--- src/rtl/seq_digit_player_if.sv ---
// Game-control <-> digit player bus: load handshake, playback control and decoder-facing status.
interface seq_digit_player_if #(
  parameter int unsigned AW = 4
) ();
  logic          load_valid;
  logic [3:0]    load_digit;
  logic          load_ready;
  logic          clear;
  logic          start;
  logic [4:0]    digit_code;
  logic          busy;
  logic          done;
  logic [AW:0]   count;
  logic [AW-1:0] index;

  modport master (
    output load_valid, load_digit, clear, start,
    input  load_ready, digit_code, busy, done, count, index
  );

  modport slave (
    input  load_valid, load_digit, clear, start,
    output load_ready, digit_code, busy, done, count, index
  );
endinterface

--- src/rtl/seq_digit_player.sv ---
// Buffers a sequence of hex digits and plays it back as timed show/blank 5-bit decoder codes.
module seq_digit_player #(
  parameter int unsigned DEPTH     = 16,
  parameter int unsigned AW        = 4,
  parameter int unsigned ON_TICKS  = 50,
  parameter int unsigned OFF_TICKS = 25,
  parameter int unsigned TW        = 8
) (
  input  logic               clk,
  input  logic               reset,
  input  logic               tick_en,
  seq_digit_player_if.slave  bus
);

  localparam int unsigned CW    = AW + 1;
  localparam logic [4:0]  Blank = 5'b10000;

  typedef enum logic [1:0] {StIdle, StShow, StGap} state_e;

  state_e        state_q, state_d;
  logic [CW-1:0] count_q, count_d;
  logic [AW-1:0] index_q, index_d;
  logic [TW-1:0] timer_q, timer_d;
  logic [4:0]    code_q, code_d;
  logic          done_q, done_d;
  logic          load_ready;
  logic          load_we;
  logic          last_digit;
  logic [3:0]    mem [DEPTH];

  assign load_ready = (state_q == StIdle) && (count_q < CW'(DEPTH)) && !bus.start && !bus.clear;
  assign last_digit = ({1'b0, index_q} == (count_q - 1'b1));

  always_comb begin
    state_d = state_q;
    count_d = count_q;
    index_d = index_q;
    timer_d = timer_q;
    code_d  = code_q;
    done_d  = 1'b0;
    load_we = 1'b0;
    unique case (state_q)
      StIdle: begin
        if (bus.clear) begin
          count_d = '0;
        end else if (bus.start) begin
          if (count_q == '0) begin
            done_d = 1'b1;
          end else begin
            state_d = StShow;
            index_d = '0;
            timer_d = '0;
            code_d  = {1'b0, mem[0]};
          end
        end else if (bus.load_valid && load_ready) begin
          load_we = 1'b1;
          count_d = count_q + 1'b1;
        end
      end
      StShow: begin
        if (bus.clear) begin
          state_d = StIdle;
          count_d = '0;
          index_d = '0;
          timer_d = '0;
          code_d  = Blank;
        end else if (tick_en) begin
          if (timer_q == TW'(ON_TICKS - 1)) begin
            state_d = StGap;
            timer_d = '0;
            code_d  = Blank;
          end else begin
            timer_d = timer_q + 1'b1;
          end
        end
      end
      StGap: begin
        if (bus.clear) begin
          state_d = StIdle;
          count_d = '0;
          index_d = '0;
          timer_d = '0;
          code_d  = Blank;
        end else if (tick_en) begin
          if (timer_q != TW'(OFF_TICKS - 1)) begin
            timer_d = timer_q + 1'b1;
          end else if (last_digit) begin
            // Final gap has elapsed: report completion once and rewind.
            state_d = StIdle;
            timer_d = '0;
            index_d = '0;
            done_d  = 1'b1;
          end else begin
            state_d = StShow;
            timer_d = '0;
            index_d = index_q + 1'b1;
            code_d  = {1'b0, mem[index_q + 1'b1]};
          end
        end
      end
      default: state_d = StIdle;
    endcase
  end

  always_ff @(posedge clk) begin
    if (reset) begin
      state_q <= StIdle;
      count_q <= '0;
      index_q <= '0;
      timer_q <= '0;
      code_q  <= Blank;
      done_q  <= 1'b0;
    end else begin
      state_q <= state_d;
      count_q <= count_d;
      index_q <= index_d;
      timer_q <= timer_d;
      code_q  <= code_d;
      done_q  <= done_d;
    end
  end

  // Sequence storage is intentionally not reset.
  always_ff @(posedge clk) begin
    if (load_we && !reset) begin
      mem[count_q[AW-1:0]] <= bus.load_digit;
    end
  end

  assign bus.load_ready = load_ready;
  assign bus.digit_code = code_q;
  assign bus.busy       = (state_q != StIdle);
  assign bus.done       = done_q;
  assign bus.count      = count_q;
  assign bus.index      = index_q;

endmodule
--- src/flat_wrapper.sv ---
// flat-port wrapper written by rule: the top's interface ports become plain ports
module seq_digit_player_flat 
#(
  parameter int unsigned DEPTH     = 16,
  parameter int unsigned AW        = 4,
  parameter int unsigned ON_TICKS  = 50,
  parameter int unsigned OFF_TICKS = 25,
  parameter int unsigned TW        = 8
)
  (clk, reset, tick_en, bus_load_valid, bus_load_digit, bus_clear, bus_start, bus_load_ready, bus_digit_code, bus_busy, bus_done, bus_count, bus_index);
  seq_digit_player_if #(.AW(AW)) bus_i ();
  input  logic clk;
  input  logic reset;
  input  logic tick_en;
  input wire logic [$bits(bus_i.load_valid)-1:0] bus_load_valid;
  input wire logic [$bits(bus_i.load_digit)-1:0] bus_load_digit;
  input wire logic [$bits(bus_i.clear)-1:0] bus_clear;
  input wire logic [$bits(bus_i.start)-1:0] bus_start;
  output wire logic [$bits(bus_i.load_ready)-1:0] bus_load_ready;
  output wire logic [$bits(bus_i.digit_code)-1:0] bus_digit_code;
  output wire logic [$bits(bus_i.busy)-1:0] bus_busy;
  output wire logic [$bits(bus_i.done)-1:0] bus_done;
  output wire logic [$bits(bus_i.count)-1:0] bus_count;
  output wire logic [$bits(bus_i.index)-1:0] bus_index;
  assign bus_i.load_valid = bus_load_valid;
  assign bus_i.load_digit = bus_load_digit;
  assign bus_i.clear = bus_clear;
  assign bus_i.start = bus_start;
  assign bus_load_ready = bus_i.load_ready;
  assign bus_digit_code = bus_i.digit_code;
  assign bus_busy = bus_i.busy;
  assign bus_done = bus_i.done;
  assign bus_count = bus_i.count;
  assign bus_index = bus_i.index;
  seq_digit_player #(.DEPTH(DEPTH), .AW(AW), .ON_TICKS(ON_TICKS), .OFF_TICKS(OFF_TICKS), .TW(TW)) u_core (.clk(clk), .reset(reset), .tick_en(tick_en), .bus(bus_i));
endmodule
--- config.mk ---
export PLATFORM = sky130hd
export DESIGN_NAME = seq_digit_player_flat
export DESIGN_NICKNAME = d
export VERILOG_FILES = /design/src/rtl/seq_digit_player_if.sv /design/src/rtl/seq_digit_player.sv /design/src/flat_wrapper.sv
export SDC_FILE = /design/constraint.sdc
export NUM_CORES = 1
export LEC_CHECK = 0
export CAP_MARGIN = 20
export CORE_ASPECT_RATIO = 0.8
export CORE_MARGIN = 2
export CORE_UTILIZATION = 55
export CTS_BUF_LIST = sky130_fd_sc_hd__clkbuf_16
export DETAILED_ROUTE_END_ITERATION = 8
export PLACE_DENSITY_LB_ADDON = 0.3
export SYNTH_ARGS = -nofsm -noshare
export SYNTH_HDL_FRONTEND = slang
export SYNTH_SLANG_ARGS = --single-unit
--- constraint.sdc ---
create_clock -name clk -period 2.66 [get_ports clk]
set_input_delay 0.532 -clock clk [delete_from_list [all_inputs] [get_ports clk]]
set_output_delay 0.532 -clock clk [all_outputs]
set_load 0.01 [all_outputs]
Word level (Yosys, flattened, before mapping) --
Memories as Yosys holds them, arrays and structs flattened. Index checks and enable logic that the tools add are counted.
Word-level totals: register bits after elaboration 25, bits in writable memories 64, output and inout bits 17, logic and storage cells 108, memories 1
Memories:
- u_core.mem | depth 16, bits a word 4, read ports 2, clocked after Yosys merged registers in 0, wr ports 1, line seq_digit_player.sv:29 | logic [3:0] mem [DEPTH];
Operators by class: add/sub/neg operators 4, $lt $le $gt $ge 1, eq/ne operators 17, multiplexer cells 60, reduce and logical (&&, ||, !) cells 19
Operators by type and width (count):
- 8-bit 2-to-1 mux | 9
- 5-bit 2-to-1 mux | 14
- 4-bit 2-to-1 mux | 8
- 8-bit one-hot mux with 3 select lines | 1
- 2-bit 2-to-1 mux | 9
- 3-bit != test (second input constant) | 6
- 5-bit one-hot mux with 3 select lines | 1
- 1-bit 2-to-1 mux | 14
- 7-bit AND reduction | 2
- 4-bit one-hot mux with 3 select lines | 1
- 5-bit one-hot mux with 2 select lines | 1
- 9-bit AND reduction | 1
- 8-bit by 1-bit adder with 8-bit output (second input constant) | 1
- 8-bit by 6-bit == test with 1-bit output (second input constant) | 1
- 2-bit != test (second input constant) | 4
- 8-bit by 5-bit != test with 1-bit output (second input constant) | 1
- 2-bit one-hot mux with 3 select lines | 1
- 6-bit AND reduction | 1
- 5-bit by 1-bit adder with 5-bit output (second input constant) | 1
- 4-bit by 5-bit == test with 1-bit output | 1
- 1-bit logical AND | 5
- 5-bit logical NOT | 1
- 5-bit < comparator (second input constant) | 1
- 5-bit by 1-bit subtractor with 5-bit output (second input constant) | 1
- other kinds (12) | 15

Logic depth before layout (Yosys ltp) --
Gate-level depths: netlist (run 1).
depth after elaboration 12, depth in mapped cells 8, gate-level depth less buffers 8

Least setup slack after synthesis (run 1) --
Ideal clock, no wire load.
path kind register to register, start register u_core.count_q[0] (netlist: u_core.bus.count[0]), end register u_core.code_q[1] (netlist: u_core.bus.digit_code[1]), setup time 131 ps, data arrival time 2179 ps, data required time 2529 ps, slack 349 ps, cell stages (with the launch flop) 9, period minus slack after synthesis 2311 ps, cell sequence dfxtp_1 > inv_1 > ha_1 > or4b_2 > a32oi_1 > or2_2 > a211o_1 > a2111oi_0 > nor3_1
On the way: word-level cells in the longest chain between the ends 4, elaborated cells on any way between the ends 6, those cells by class add/sub: 1; eq/ne: 3; reduce/logical: 2
RTL lines:
- from (decl) | line seq_digit_player.sv:21 | logic [CW-1:0] count_q, count_d;
- from (signal assigned) | line seq_digit_player.sv:115 | count_q <= count_d;
- 5-bit by 1-bit subtractor with 5-bit output | line seq_digit_player.sv:32 | assign last_digit = ({1'b0, index_q} == (count_q - 1'b1));
- 4-bit by 5-bit == test with 1-bit output | line seq_digit_player.sv:32
- 3-bit != test (no line)
- 9-bit AND reduction (no line) *
- to (signal assigned) | line seq_digit_player.sv:111 | code_q <= Blank;
- to (signal assigned) | line seq_digit_player.sv:118 | code_q <= code_d;
- to (decl) | line seq_digit_player.sv:24 | logic [4:0] code_q, code_d;
Every way passes the cells marked *; elsewhere a longest branch is shown, timed or not. A chain may end at the register's enable or synchronous reset.

Worst setup path after layout (run 1) --
start register u_core.count_q[1] (netlist: u_core.bus.count[1]), end register u_core.code_q[2] (netlist: u_core.bus.digit_code[2])
Same word-level chain as after synthesis.

==> results.cfg, run 1 <==
[logic_synthesis]
synth_cell_types = 46
synthFlopType = edfxtp_1
syn_inst = 343
synth_edf_count = 64
syn_avg_cell_area_um2 = 11.96
synth_nets = 365
synth-seq-cells = 89
yosysSeqAreaShare_pct = 59.04
postSynth.asyncResetShare_pct = 0
syn_area_um2 = 4103
synth_warnings = 0

[detailed_routing]
wl_per_cell_um = 18.91
drtIter0Drc = 290
drc = 0
vias_per_cell = 5.938
drtAntennaViolNets = 0
drt-total-wl_mm = 9.096
drt-pass1-iter-count = 6
num_vias = 2856

[global_route]
antenna_found_initial = 0
grtUsageTotal_pct = 23.24
grt_pass1_vias = 2660
grt_max_degree = 41
grt_pass1_wl_mm = 14.01
grt_overflow = 0

[floorplanning]
rows = 28
die_h_um = 81.25
dieWidth_um = 100.6
start_util_pct = 56.03
coreArea_um2 = 7322
num_io_pins = 27
dieArea_um2 = 8171

[clocking]
cts-buffers-inserted = 9
cts_root_buf = clkbuf_16
post-cts-setup-buffers = 0
clock_latency_ps = 340
cts_max_path_buffers = 2
clock_sinks = 89
clk_pin_slew_ps = 70
htreeDepth = 3
tritoncts = done

[worst_hold_path]
whs_path_depth = 2
hold_path_class = reg2reg
whs_endpoint = u_core.bus.digit_code[2]
hp-start = u_core.bus.digit_code[2]

[critical_path]
r2r_end = u_core.bus.digit_code[2]
path_class = reg2reg
crit_arrival_ps = 2820
r2r_start = u_core.bus.count[1]
worstPathRequired_ps = 2920
start_kind = register
rrSetupSlack_ps = 100
reg2reg_depth = 8
end_kind = register
path_max_fanout = 6

[finish]
syn_to_final_growth_pct = 19.40
fillers = 542
design_area_um2 = 4898
utilization_pct = 66.90
layout.nets = 408
drive_above_1_share_pct = 15.09
diodes = 0
finalNonFillerCells = 481

[power]
power.total_uw = 3482
p_per_area_nw_per_um2 = 710.9
vdd_drop_max_mv = 0.4780
leakage_uw = 0.001630

[timing]
fin_skew_ps = 6.293
tightestPinTransition_ps = 734.8
hold_violations = 0
max_freq_mhz = 390.8
slew_violations = 0
min_period_ps = 2559
post-route-period-util_pct = 96.20
setup_violations = 0
relSlewSlack_pct = 50.56
rsz0062_at_grt = yes

[run]
drv_cap = 0

[placement]
dp_hpwl_mm = 6.282
place.gp.congestion = 0.8977
dpl_cell_area_um2 = 4566
dp.cells = 465
portBuffers = 26

[status]
outcome = finished clean
==> per-stage QoR <==
step	TNS, ps	hold slack (ps)	worst slack [ps]
after floorplan	0	469.5	349.2
after global placement	0	478.5	4.442
after detailed placement	-49.63	487.9	-49.63
after CTS	0	504.6	31.75
after global routing	-81.70	521.5	-41.87
final	0	510.4	101.1
==> what timing repair did <==
item                       in CTS  in global routing
hold buffers                    0                  0
setup endpoints to repair       0                  9
gates resized for setup         0                  7
==> power breakdown <==
| part | switching, uW | internal [uW] |
|---|---|---|
| clock | 556 | 747 |
| sequential | 28.5 | 1520 |
| combinational | 370 | 257 |
==> placed cells by master, fill, tap and decap left out, types with 7 or more instances in the layout <==
| cell type | n |
|---|---|
| xor2_1 | 11 |
| mux2i_1 | 9 |
| a2111oi_0 | 7 |
| nand2b_1 | 8 |
| a21oi_1 | 11 |
| o22ai_1 | 9 |
| a211oi_1 | 9 |
| mux2_2 | 17 |
| xnor2_1 | 7 |
| nand2_1 | 17 |
| edfxtp_1 | 64 |
| buf_4 | 18 |
| dfxtp_1 | 25 |
| clkbuf_16 | 9 |
| ha_1 | 12 |
| nor2_1 | 44 |
| nor3_1 | 14 |
| clkdlybuf4s50_1 | 26 |
| nor2b_1 | 10 |
| inv_1 | 10 |
==> cells by family after synthesis <==
| logic type | count (synthesis) | synth area share [%] |
|---|---|---|
| AND/OR/NAND/NOR | 122 | 15.01 |
| flip-flops | 89 | 59.04 |
| AO/OA/AOI/OAI | 53 | 9.088 |
| multiplexers | 26 | 6.862 |
| buffers and inverters | 23 | 2.501 |
| XOR/XNOR | 18 | 3.843 |
| adder cells (fa/ha/maj) | 12 | 3.660 |
==> state kept, by name (all words and copies together), names as in the netlist <==
signal,count
u_core.bus.count,5
u_core.state_q,2
u_core.mem,64
u_core.bus.index,4
u_core.bus.digit_code,5
u_core.timer_q,8
u_core.bus.done,1
==> cells in the mapped netlist (2+ instances only) <==
| master | instances | area share [%] |
|---|---|---|
| edfxtp_1 | 64 | 47 |
| nor2_1 | 44 | 4.0 |
| dfxtp_1 | 25 | 12 |
| mux2_2 | 17 | 4.7 |
| nand2_1 | 17 | 1.6 |
| nor3_1 | 14 | 1.7 |
| ha_1 | 12 | 3.7 |
| a2111oi_0 | 11 | 2.3 |
| a21oi_1 | 11 | 1.3 |
| xor2_1 | 11 | 2.3 |
| inv_1 | 10 | 0.92 |
| nor2b_1 | 10 | 1.5 |
| a211oi_1 | 9 | 1.6 |
| mux2i_1 | 9 | 2.2 |
| o22ai_1 | 9 | 1.4 |
| nand2b_1 | 8 | 1.2 |
| clkbuf_1 | 7 | 0.64 |
| xnor2_1 | 7 | 1.5 |
| nand4_1 | 6 | 0.92 |
| nand3_1 | 4 | 0.49 |
| o21ai_0 | 4 | 0.49 |
| or3_1 | 4 | 0.61 |
| buf_1 | 3 | 0.27 |
| a21o_1 | 2 | 0.37 |
| and3_1 | 2 | 0.30 |
| nand3b_1 | 2 | 0.37 |
| nand4b_1 | 2 | 0.43 |
==> routing by layer <==
| metal | GRT usage (%) | wire length (um) | vias up |
|---|---|---|---|
| met5 | 0 | 0 | - |
| met4 | 7.534 | 118 | 0 |
| met3 | 4.647 | 597 | 12 |
| met2 | 34.50 | 4169 | 111 |
| met1 | 34.44 | 4210 | 1367 |
| li1 | - | - | 1366 |
==> area by class of cell <==
type | count | area (um2) | share of cell area [%]
clock inverter | 7 | 85.08 | 1.737
clock buffer | 9 | 225.2 | 4.598
inverter | 10 | 37.54 | 0.7663
timing repair buffer | 45 | 415.4 | 8.480
sequential | 89 | 2422 | 49.45
multi-input combinational | 231 | 1600 | 32.67
tap | 90 | 112.6 | 2.299
==> critical path: stages, from the launching register on <==
cell       delay [ps]
dfxtp_1           440
inv_1             120
ha_1              340
xor2_1            170
nand2_1           120
nor4_1            660
a211o_1           340
a2111oi_1          90
nor3_1            200
==> worst max-delay path by stage <==
stage / start / slack, ps / end
2_1_floorplan: u_core.bus.count[0] / 350 / u_core.bus.digit_code[1]
3_5_place_dp: bus_clear / -50 / u_core.bus.digit_code[3]
3_3_place_gp: bus_clear / 4 / u_core.bus.digit_code[3]
4_1_cts: u_core.bus.count[1] / 30 / u_core.state_q[0]
5_1_grt: u_core.bus.count[1] / -40 / u_core.bus.digit_code[0]
6_report: u_core.bus.count[1] / 100 / u_core.bus.digit_code[2]
No activity file was read; power rests on OpenSTA's default activity.
==> run 2: changes to the inputs <==
- clock period: 2.66 -> 2.84 ns (I/O delays scaled with it)
==> results.cfg, run 2 (same netlist as run 1, synthesis figures left out) <==
[status]
outcome = finished clean

[detailed_routing]
drc = 0
wl_per_cell_um = 18.29
drt-total-wl_mm = 8.687
num_vias = 2840
vias_per_cell = 5.979
drt-pass1-iter-count = 4
drtIter0Drc = 191
drtAntennaViolNets = 0

[clocking]
tritoncts = done
cts_root_buf = clkbuf_16
holdBufCountCts = 0
clock_latency_ps = 340
cts-buffers-inserted = 9
clock_sinks = 89
htreeDepth = 3
post-cts-setup-buffers = 0
cts_max_path_buffers = 2
cts_resized = 0
clk_pin_slew_ps = 70

[timing]
tns_ps = 0
relSlewSlack_pct = 56.35
setup_violations = 0
whs_ps = 506.7
min_period_ps = 2599
max_freq_mhz = 384.7
slew_violations = 0
post-route-period-util_pct = 91.52
rsz0062_at_grt = no
tightestPinTransition_ps = 648.8
hold_violations = 0
fin_skew_ps = 13.92

[power]
vdd_drop_max_mv = 0.4017
leakage_uw = 0.001597
p_per_area_nw_per_um2 = 655.9

[finish]
diodes = 0
multi_input_area_um2 = 1585
largest_reg_flops = 64
drive_above_1_share_pct = 12.99
regArea_um2 = 2422
design_area_um2 = 4826
syn_to_final_growth_pct = 17.63
layout.nets = 402
layout_common_cells = edfxtp_1 (64), nor2_1 (44), clkdlybuf4s50_1 (26)
layout_commonest_cell = edfxtp_1
fillers = 516

[critical_path]
critPathLaunch = u_core.bus.count[1]
r2r_start = u_core.bus.count[1]
r2r_end = u_core.bus.digit_code[2]
path_class = reg2reg
rrSetupSlack_ps = 240
start_kind = register
reg2reg_depth = 8
crit_arrival_ps = 2800
path_max_fanout = 6
worstSetupEndpoint = u_core.bus.digit_code[2]
worstPathRequired_ps = 3040
end_kind = register

[global_route]
grt-busiest-layer = met1
grt_overflow = 0
antenna_found_initial = 0
use_met2_pct = 33.36
grt_max_degree = 41
grtUsageMet3_pct = 5.164
use_met1_pct = 33.80
grt_pass1_vias = 2586
grt_pass1_wl_mm = 13.68
grtUsageTotal_pct = 22.58

[placement]
place.gp.congestion = 0.9038
portBuffers = 26
dpl_cell_area_um2 = 4521
dp_hpwl_mm = 6.206

[floorplanning]
dieArea_um2 = 8171
coreArea_um2 = 7322
start_util_pct = 56.03
dieWidth_um = 100.6
num_io_pins = 27
rows = 28
die_h_um = 81.25

[run]
drv_cap = 0

[worst_hold_path]
hp-start = u_core.bus.digit_code[1]
hold_path_class = reg2reg
-- run 2: final cells by class --
type	instances	share of cell area, %
clock buffers	10	5.185
clock inverters	6	0.9852
inverters	10	0.7778
multi-input cells	231	32.85
flip-flops and latches	89	50.19
well taps	90	2.333
repair buffers	39	7.674
-- run 2: how the worst min path moves through the flow --
stage | to | slack [ps] | cells past startpoint
detailed placement | u_core.bus.digit_code[4] | 480 | 2
finish | u_core.bus.digit_code[1] | 510 | 2
global route | u_core.bus.digit_code[1] | 540 | 2
floorplan | u_core.timer_q[1] | 470 | 2
global placement | u_core.bus.digit_code[4] | 490 | 2
CTS | u_core.bus.digit_code[4] | 500 | 2
-- run 2: worst max-delay path, cell delays in order (launching register included) --
cell and delay, ps:
dfxtp_1 370, inv_1 120, ha_1 240, nor3b_1 410, xor2_1 260, nor4_1 140, a211o_1 380, a2111oi_0 450
nor3_1 110
-- run 2: power breakdown --
group | switching (uW) | total (uW) | leakage [uW] | internal [uW]
combinational | 330 | 561 | 0.000669 | 232
clock | 496 | 1150 | 0.000150 | 655
sequential | 26.3 | 1450 | 0.000777 | 1430
-- run 2: through the flow --
| step | total power [uW] | setup slack (ps) | util, % | cells |
|---|---|---|---|---|
| after global routing | 3292 | 138.5 | 65.91 | 475 |
| after CTS | 3164 | 202.9 | 65.81 | 475 |
| after floorplan | 1819 | 529.2 | - | 343 |
| final | 3165 | 240.9 | 65.91 | 475 |
| after detailed placement | 2029 | 72.35 | 61.74 | 459 |
| after global placement | 2029 | 182.2 | 61.74 | 459 |
-- run 2: routing by layer --
metal | wire length [um] | part of all wire (%) | up-vias
met1 | 4297 | 49 | 1392
met2 | 3867 | 45 | 81
met4 | 76 | 0.87 | 0
met3 | 445 | 5.1 | 10
met5 | 0 | 0 | -
li1 | - | - | 1357
